$ cat src/rtl/extend_pkg.sv
// Shared types for the immediate-extension pipeline: format selector codes and buffered item layout.
// Latency: n/a (types and constants only).
// Backpressure: n/a.
package extend_pkg;

    localparam int NBW_IMMSRC  = 3;
    // Item fields are sized for the widest legal configuration; users fill the low bits.
    localparam int NBW_IMM_MAX = 64;
    localparam int NBW_TAG_MAX = 16;

    typedef enum logic [NBW_IMMSRC-1:0] {
        IMM_I    = 3'b000,
        IMM_S    = 3'b001,
        IMM_B    = 3'b010,
        IMM_U    = 3'b011,
        IMM_J    = 3'b100,
        IMM_Z    = 3'b101,
        IMM_RSV6 = 3'b110,
        IMM_RSV7 = 3'b111
    } imm_src_t;

    typedef struct packed {
        logic [NBW_IMM_MAX-1:0] imm;
        logic [NBW_TAG_MAX-1:0] tag;
        logic                   illegal;
    } imm_item_t;

endpackage

$ cat src/rtl/imm_decode.sv
// Combinational RISC-V immediate extraction and extension to register width.
// Latency: 0 cycles (pure combinational).
// Backpressure: none; no flow control at this level.
module imm_decode
    import extend_pkg::*;
#(
    parameter int NBW_INST     = 32,
    parameter int NBW_REGISTER = 32
) (
    input  logic [NBW_INST-1:0]     inst,
    input  logic [NBW_IMMSRC-1:0]   immSrc,
    output logic [NBW_REGISTER-1:0] immExt,
    output logic                    illegal
);

    logic [31:0] imm32;

    // Opcode bits never contribute to any immediate.
    logic unused_opcode;
    assign unused_opcode = ^inst[6:0];

    // Build the 32-bit immediate per format; reserved codes yield zero and flag illegal.
    always_comb begin
        imm32   = '0;
        illegal = 1'b0;
        case (imm_src_t'(immSrc))
            IMM_I:   imm32 = {{20{inst[31]}}, inst[31:20]};
            IMM_S:   imm32 = {{20{inst[31]}}, inst[31:25], inst[11:7]};
            IMM_B:   imm32 = {{19{inst[31]}}, inst[31], inst[7], inst[30:25], inst[11:8], 1'b0};
            IMM_U:   imm32 = {inst[31:12], 12'b0};
            IMM_J:   imm32 = {{11{inst[31]}}, inst[31], inst[19:12], inst[20], inst[30:21], 1'b0};
            // zimm has bit 31 clear, so the common sign extension below zero-extends it.
            IMM_Z:   imm32 = {27'b0, inst[19:15]};
            default: illegal = 1'b1;
        endcase
    end

    assign immExt = NBW_REGISTER'(signed'(imm32));

endmodule

$ cat src/rtl/imm_extend_pipe.sv
// Immediate extender behind a two-entry skid buffer (output register + skid register).
// Latency: 1 cycle from accept to o_valid when the output register is free or draining.
// Backpressure: o_ready = !skid valid (registered); a stalled output diverts one item to skid.
module imm_extend_pipe
    import extend_pkg::*;
#(
    parameter int NBW_INST     = 32,
    parameter int NBW_REGISTER = 32,   // 32 or 64
    parameter int NBW_TAG      = 4     // at most NBW_TAG_MAX
) (
    input  logic                    i_clk,
    input  logic                    i_rst_n,
    input  logic                    i_flush,
    input  logic                    i_valid,
    output logic                    o_ready,
    input  logic [NBW_INST-1:0]     i_inst,
    input  logic [2:0]              i_immSrc,
    input  logic [NBW_TAG-1:0]      i_tag,
    output logic                    o_valid,
    input  logic                    i_ready,
    output logic [NBW_REGISTER-1:0] o_immExt,
    output logic [NBW_TAG-1:0]      o_tag,
    output logic                    o_illegal
);

    logic [NBW_REGISTER-1:0] dec_imm;
    logic                    dec_illegal;
    imm_item_t               in_item;
    imm_item_t               out_q, out_d, skid_q, skid_d;
    logic                    out_vld_q, out_vld_d, skid_vld_q, skid_vld_d;
    logic                    in_fire, out_free;

    imm_decode #(
        .NBW_INST     (NBW_INST),
        .NBW_REGISTER (NBW_REGISTER)
    ) u_decode (
        .inst    (i_inst),
        .immSrc  (i_immSrc),
        .immExt  (dec_imm),
        .illegal (dec_illegal)
    );

    // Pack the decoded item into the widest-case layout.
    always_comb begin
        in_item                     = '0;
        in_item.imm[NBW_REGISTER-1:0] = dec_imm;
        in_item.tag[NBW_TAG-1:0]      = i_tag;
        in_item.illegal             = dec_illegal;
    end

    assign in_fire  = i_valid && !skid_vld_q;
    assign out_free = !out_vld_q || i_ready;

    // Skid control: skid drains first, otherwise new items go to output or, when stalled, to skid.
    always_comb begin
        out_d      = out_q;
        out_vld_d  = out_vld_q;
        skid_d     = skid_q;
        skid_vld_d = skid_vld_q;
        if (skid_vld_q) begin
            // o_ready is low, so nothing can be accepted this cycle.
            if (out_free) begin
                out_d      = skid_q;
                out_vld_d  = 1'b1;
                skid_vld_d = 1'b0;
            end
        end else if (in_fire) begin
            if (out_free) begin
                out_d     = in_item;
                out_vld_d = 1'b1;
            end else begin
                skid_d     = in_item;
                skid_vld_d = 1'b1;
            end
        end else if (out_vld_q && i_ready) begin
            out_vld_d = 1'b0;
        end
        // Flush drops everything, including an item presented this cycle.
        if (i_flush) begin
            out_vld_d  = 1'b0;
            skid_vld_d = 1'b0;
        end
    end

    // State registers; reset overrides flush and clears visible data too.
    always_ff @(posedge i_clk) begin
        if (!i_rst_n) begin
            out_q      <= '0;
            out_vld_q  <= 1'b0;
            skid_q     <= '0;
            skid_vld_q <= 1'b0;
        end else begin
            out_q      <= out_d;
            out_vld_q  <= out_vld_d;
            skid_q     <= skid_d;
            skid_vld_q <= skid_vld_d;
        end
    end

    assign o_valid   = out_vld_q;
    assign o_ready   = !skid_vld_q;
    assign o_immExt  = out_q.imm[NBW_REGISTER-1:0];
    assign o_tag     = out_q.tag[NBW_TAG-1:0];
    assign o_illegal = out_q.illegal;

    // Upper field bits beyond the configured widths are always zero.
    logic unused_hi;
    assign unused_hi = ^{out_q.imm >> NBW_REGISTER, out_q.tag >> NBW_TAG};

endmodule

$ cat config.mk
export PLATFORM = sky130hd
export DESIGN_NAME = imm_extend_pipe
export DESIGN_NICKNAME = d
export VERILOG_FILES = /design/src/rtl/extend_pkg.sv /design/src/rtl/imm_decode.sv /design/src/rtl/imm_extend_pipe.sv
export SDC_FILE = /design/constraint.sdc
export NUM_CORES = 1
export LEC_CHECK = 0
export CAP_MARGIN = 20
export CORE_ASPECT_RATIO = 1.2
export CORE_MARGIN = 3
export CORE_UTILIZATION = 50
export DETAILED_ROUTE_END_ITERATION = 10
export GPL_ROUTABILITY_DRIVEN = 1
export PLACE_DENSITY_LB_ADDON = 0.05
export SYNTH_ARGS = -nofsm -noshare
export SYNTH_HDL_FRONTEND = slang
export SYNTH_SLANG_ARGS = --single-unit
$ cat constraint.sdc
create_clock -name i_clk -period 1.6 [get_ports i_clk]
set_input_delay 0.16 -clock i_clk [delete_from_list [all_inputs] [get_ports i_clk]]
set_output_delay 0.16 -clock i_clk [all_outputs]
set_load 0.05 [all_outputs]
==> impl_metrics.tcl, run 1 <==
set metrics [dict create \
    status "finished, final reports clean" \
    final_cell_count_no_fill 608 \
    dp_hpwl_um 6700 \
    grt_pass1_wl_um 16000 \
    skew_ps 6.10 \
    drt_iter0_drc 205 \
    power.density_mw_per_mm2 951 \
    final_nets 560 \
    core_area_mm2 0.00694 \
    setup_viol 0 \
    whs_ps 304 \
    clk_latency_ps 350 \
    ios 83 \
    die-area_mm2 0.00829 \
    grt_usage 0.234 \
    slew_headroom 0.714 \
    cpMaxStageDelayCell "dfxtp_4" \
    cts_sinks 76 \
    peakVddDrop_v 0.000623 \
    worst_slew_pin_slew_ps 418 \
    drv_cap 0 \
    placed_area_mm2 0.00455 \
    port_buffers 75 \
    critical_path_class "reg -> out" \
    yosys_warnings 0 \
    cp-start-kind "flip-flop" \
    hold_depth 3 \
    grt_pass1_vias 3401 \
    synth-edff-count 0 \
    die_h_um 99.1 \
    grt_max_degree 53 \
    cts_tree "built" \
    cp-end-kind "output pin" \
    die_x_um 83.6 \
    dp.cells 592 \
    finalPower_mw 4.54 \
    fill_cells 584 \
    vias 3574 \
    synth-main-ff-cell "dfxtp_1" \
    path_max_fanout 19 \
    hold_viol 0 \
    min_period_over_period 0.955 \
    area_growth_pct 32.1 \
    max_freq_mhz 654 \
    syn_inst 424 \
    rsz0062_at_grt "no" \
    total_leakage_power_nw 1.87 \
    synthTopCellsByArea "dfxtp_1 (42%), a21oi_1 (7.3%), o21ai_0 (7.3%), nand3_1 (3.5%), o211ai_1 (3.1%)" \
    drc 0 \
    gp_congestion 0.842 \
    synth.top_cell.area_share 0.421 \
    clk_path_buf_depth 2 \
    final.min_clock_period_ps 1530 \
    rr_worst_depth 6 \
    synth.yosys.seq_area_share 0.421 \
    antenna_cells 0 \
    synth.cell_area_mm2 0.00361 \
    placementRows 33 \
    dr.pass1.iters 4 \
    stdcell_area_mm2 0.00477 \
    clkTransAtPathRegs_ps 80 \
    worstPathRequired_ps 1440 \
    vias_per_cell 5.88 \
    synth_area_per_cell_um2 8.52 \
    syn_nets 468 \
    antenna_left 0 \
    crit_chain "inv_1 -> buf_4 -> buf_4" \
    initial_utilization 0.521 \
    final_layout_size_suffix_gt1_frac 0.219 \
    cts_setup_buffers 0 \
    ys_seq_elements 76 \
    ys_types 47 \
    wire_per_inst_um 15.7 \
    final_util 0.688 \
    drv_slew 0 \
    crit_top_cell "buf_4" \
    drt_wl_total_um 9530 \
    arrival_ps 1370 \
    htreeDepth 3 \
    antenna_found_initial 0 \
    root_buffer "clkbuf_8" \
    hold_path.class "in -> reg" \
    grt-ovfl-total 0 \
    cpPeakStageDelay_ps 410 \
    cts_made_buffers 9 \
    yosysTopAreaCell "dfxtp_1" \
    synthArstFlopShare 0 \
]
## power breakdown
part	switching, mW	total (mW)	internal (mW)	leakage [nW]
combinational	0.539	0.909	0.371	1.14
sequential	0.0394	2.01	1.97	0.621
clock	0.711	1.63	0.914	0.113
total	1.29	4.54	3.25	1.87
## state kept, by name (all words and copies together), names as in the netlist
| name | cells |
|---|---|
| o_illegal | 1 |
| o_valid | 1 |
| skid_vld_q | 1 |
| o_tag | 4 |
| skid_q | 37 |
| o_immExt | 32 |
## what timing repair did
| item | 4_1_cts | 5_1_grt |
|---|---|---|
| gates resized for setup | 1 | 1 |
| endpoints found under the setup margin | 2 | 1 |
| hold buffers | 0 | 0 |
## routing by layer
metal / routed length, µm / share of wire / GRT usage
met1: 4260 / 0.45 / 0.313
met4: 142 / 0.015 / 0.0817
met2: 4570 / 0.48 / 0.379
met3: 569 / 0.060 / 0.0472
met5: 0 / 0 / 0
## cell usage after synthesis, types with 2 or more instances
cell       number
o21ai_0        53
or3b_1          4
a32oi_1         7
buf_6           4
o22a_1          7
nor2_4          2
buf_4           4
mux2i_1         9
nand4bb_1       4
o21ai_1        10
nand3b_1        2
nand2_1        28
a221oi_1        6
a31oi_1         8
a21oi_1        53
o211a_1         4
nor2_1         16
buf_2          20
a211oi_1       10
a21boi_0       11
nand3_1        25
nand2b_1        3
o211ai_1       15
clkbuf_1       13
nor2b_1         4
o21ai_2         2
a21o_1          2
dfxtp_1        76
inv_1           4
## critical path: cells and delay by family (launching register included)
family	cells	cell delay [ps]
buf+inv	3	610
flops	1	410
## cells in the final DEF (no fill, tap or decap), types with 5 or more instances in the layout
cell type and instances:
dfxtp_1 74, buf_12 5, buf_4 83, o21ai_1 10, a32oi_1 7, nand3_1 25, nand2_1 28, nor2_1 16
a211oi_1 10, clkdlybuf4s50_1 35, a31oi_1 8, a21boi_0 11, o211ai_1 15, mux2i_1 9, a21oi_1 53, o21ai_0 53
clkbuf_8 10, o22a_1 7, a221oi_1 6
## cells by family (layout without fill, tap and decap cells)
group                      count (synthesis)  after routing  synth area share
and+or+nand+nor                           97             97             0.145
buffers and inverters                     47            144            0.0727
muxes                                      9              9            0.0249
AOI/OAI and AO/OA                        194            194             0.333
adders and majority gates                  1              1           0.00312
DFF                                       76             76             0.421
## path summary, 6_finish.rpt
| kind | start | to | slack, ps |
|---|---|---|---|
| min reg2reg | skid_q[35] | o_immExt[18] | 460 |
| max | skid_vld_q | o_ready | 70 |
| max reg2reg | o_valid | skid_q[24] | 210 |
| min | i_rst_n | o_tag[1] | 300 |
## area by class of cell
cell class | instances | area [µm²] | area share
Inverter | 4 | 15.0 | 0.00314
Tap cell | 87 | 109 | 0.0228
Clock inverter | 5 | 75.1 | 0.0157
Multi-Input combinational cell | 301 | 1830 | 0.383
Sequential cell | 76 | 1530 | 0.320
Clock buffer | 11 | 141 | 0.0296
Timing Repair Buffer | 124 | 1080 | 0.226
## metrics by stage
stage / setup TNS, ps / setup WS [ps]
floorplan: 0 / 125
global placement: -5000 / -151
detailed placement: -6040 / -181
CTS: 0 / 19.4
global route: 0 / 8.03
finish: 0 / 71.8
(Power assumes the default switching activity.)
==> inputs of run 2 (changes only) <==
Settings changed: CORE_UTILIZATION 50 to 45, GPL_TIMING_DRIVEN set to 0.
Clock period 1.6 ns to 1.33 ns, I/O delays scaled along.
==> impl_metrics.tcl, run 2 (same netlist as run 1, synthesis figures left out) <==
set metrics [dict create \
    status "finished, violations left" \
    violations "setup timing" \
    crit_chain "buf_8 -> nand2b_4 -> nor2_4 -> buf_2 -> a21oi_1" \
    setup_viol 2 \
    slew_headroom 0.645 \
    max_freq_mhz 738 \
    die_x_um 87.8 \
    dp.cells 590 \
    antenna_found_initial 0 \
    power.density_mw_per_mm2 1100 \
    htreeDepth 3 \
    drc 0 \
    placementRows 35 \
    initial_utilization 0.466 \
    dr.pass1.iters 5 \
    root_buffer "clkbuf_8" \
    drt_wl_total_um 11300 \
    fill_cells 688 \
    die-area_mm2 0.00915 \
    cts_hold_buf 0 \
    cp-end-kind "flip-flop" \
    dp_slack_ps -700 \
    final_common_cell "dfxtp_1" \
    min_period_over_period 1.02 \
    drv_cap 0 \
    hold_viol 0 \
    cts_made_buffers 9 \
    drt_iter0_drc 220 \
    peakVddDrop_v 0.000621 \
    cts_sinks 76 \
    r2r_slack_ps -30 \
    vias 3635 \
    vias_per_cell 5.90 \
    path_buf_inv 2 \
    final.min_clock_period_ps 1360 \
    rsz0062_at_grt "yes" \
    die_h_um 104 \
    gp_congestion 0.871 \
    skew_ps 8.37 \
    most-common-layout-cells "dfxtp_1 (74), a21oi_1 (52), o21ai_0 (37), clkdlybuf4s50_1 (30), clkdlybuf4s15_2 (30)" \
    crit_family "buffers and inverters" \
    multi_input_area_mm2 0.00197 \
    final_nets 563 \
    cp-start-kind "flip-flop" \
    clkTransAtPathRegs_ps 80 \
    grt_usage 0.255 \
    final_layout_size_suffix_gt1_frac 0.237 \
    grt-ovfl-total 0 \
    wire_per_inst_um 18.4 \
    grt_pass1_wl_um 18500 \
    drv_slew 0 \
    postLayoutSetupSlackWorst_ps -25.1 \
    cpMaxStageDelayCell "dfxtp_2" \
    critical_path_class "reg -> reg" \
    final_util 0.650 \
    regMostFlops "skid_q" \
    setup_tns_ps -36.9 \
    cts_tree "built" \
    antenna_cells 0 \
    arrival_ps 1600 \
    hold_path.class "in -> reg" \
    area_growth_pct 39.4 \
    worst_slew_pin_slew_ps 533 \
    clk_latency_ps 360 \
    port_buffers 74 \
    whs_ps 104 \
    dp_hpwl_um 7830 \
    cpPeakStageDelay_ps 330 \
    grt_max_degree 14 \
    ios 83 \
    final_cell_count_no_fill 616 \
    largest_reg_flops 37 \
    clk_path_buf_depth 2 \
    total_leakage_power_nw 1.87 \
    core_area_mm2 0.00775 \
    path_max_fanout 10 \
    final-seq-area_mm2 0.00153 \
    worstPathRequired_ps 1570 \
    antenna_left 0 \
    grt_pass1_vias 3698 \
]
-- run 2: cell count changes in the layout (fill, tap and decap cells not counted), moves of 5 or more --
cell             previous run  this run
buf_6                       0        13
a221oi_1                    6         0
buf_4                      83        13
o21ai_0                    53        37
clkdlybuf4s15_2             0        30
o21ai_1                    10        26
clkdlybuf4s50_1            35        30
buf_2                       1         9
clkbuf_2                    0         8
clkbuf_1                    1         9
-- run 2: routing by layer --
layer  up-vias  GRT usage  routed length, µm
met2       135      0.415               5640
met1      1738      0.335               4890
li1       1749          -                  -
met3        13     0.0357                649
met5         -          0                  0
met4         0     0.0998                159
-- run 2: what timing repair did --
item,in CTS,in global routing
gates resized for setup,160,59
gates cloned,3,0
pin swaps,3,3
buffers inserted,7,2
setup endpoints to repair,113,78
-- run 2: power breakdown --
part           internal, mW  switching [mW]  leakage [nW]  total (mW)
registers              2.37          0.0492         0.621        2.42
logic                 0.439           0.704          1.14        1.14
clock network          1.07           0.910         0.104        1.98
-- run 2: worst min-delay path: stages --
cell      delay (ps)
buf_2            150
nand2b_1         100
a21oi_1           50
-- run 2: path summary, 6_finish.rpt --
path / startpoint / end / cells past startpoint
max: skid_vld_q / skid_q[40] / 5
min: i_rst_n / o_valid / 3
max reg2reg: skid_vld_q / skid_q[40] / 5
min reg2reg: skid_q[4] / skid_q[4] / 2
-- run 2: area by class of cell --
cell class              count  share of cell area
multi-input cells         302               0.392
flip-flops and latches     76               0.303
repair buffers             85               0.168
plain buffers              41              0.0678
clock buffers              11              0.0261
well taps                  92              0.0229
clock inverters             5              0.0169
inverters                   4             0.00348
-- run 2: stage by stage --
stage                     cell area [µm²]  total power, mW
after floorplan                      3620             3.13
after global placement               4480             3.53
after detailed placement             4480             3.55
after CTS                            4940             5.52
after global routing                 5040             5.75
final                                5040             5.54
==> inputs of run 3 (changes only) <==
Settings changed: HOLD_SLACK_MARGIN set to 0.06.
==> results of run 3 <==
Same layout as run 2: the final DEF is identical, and so are final timing and power.
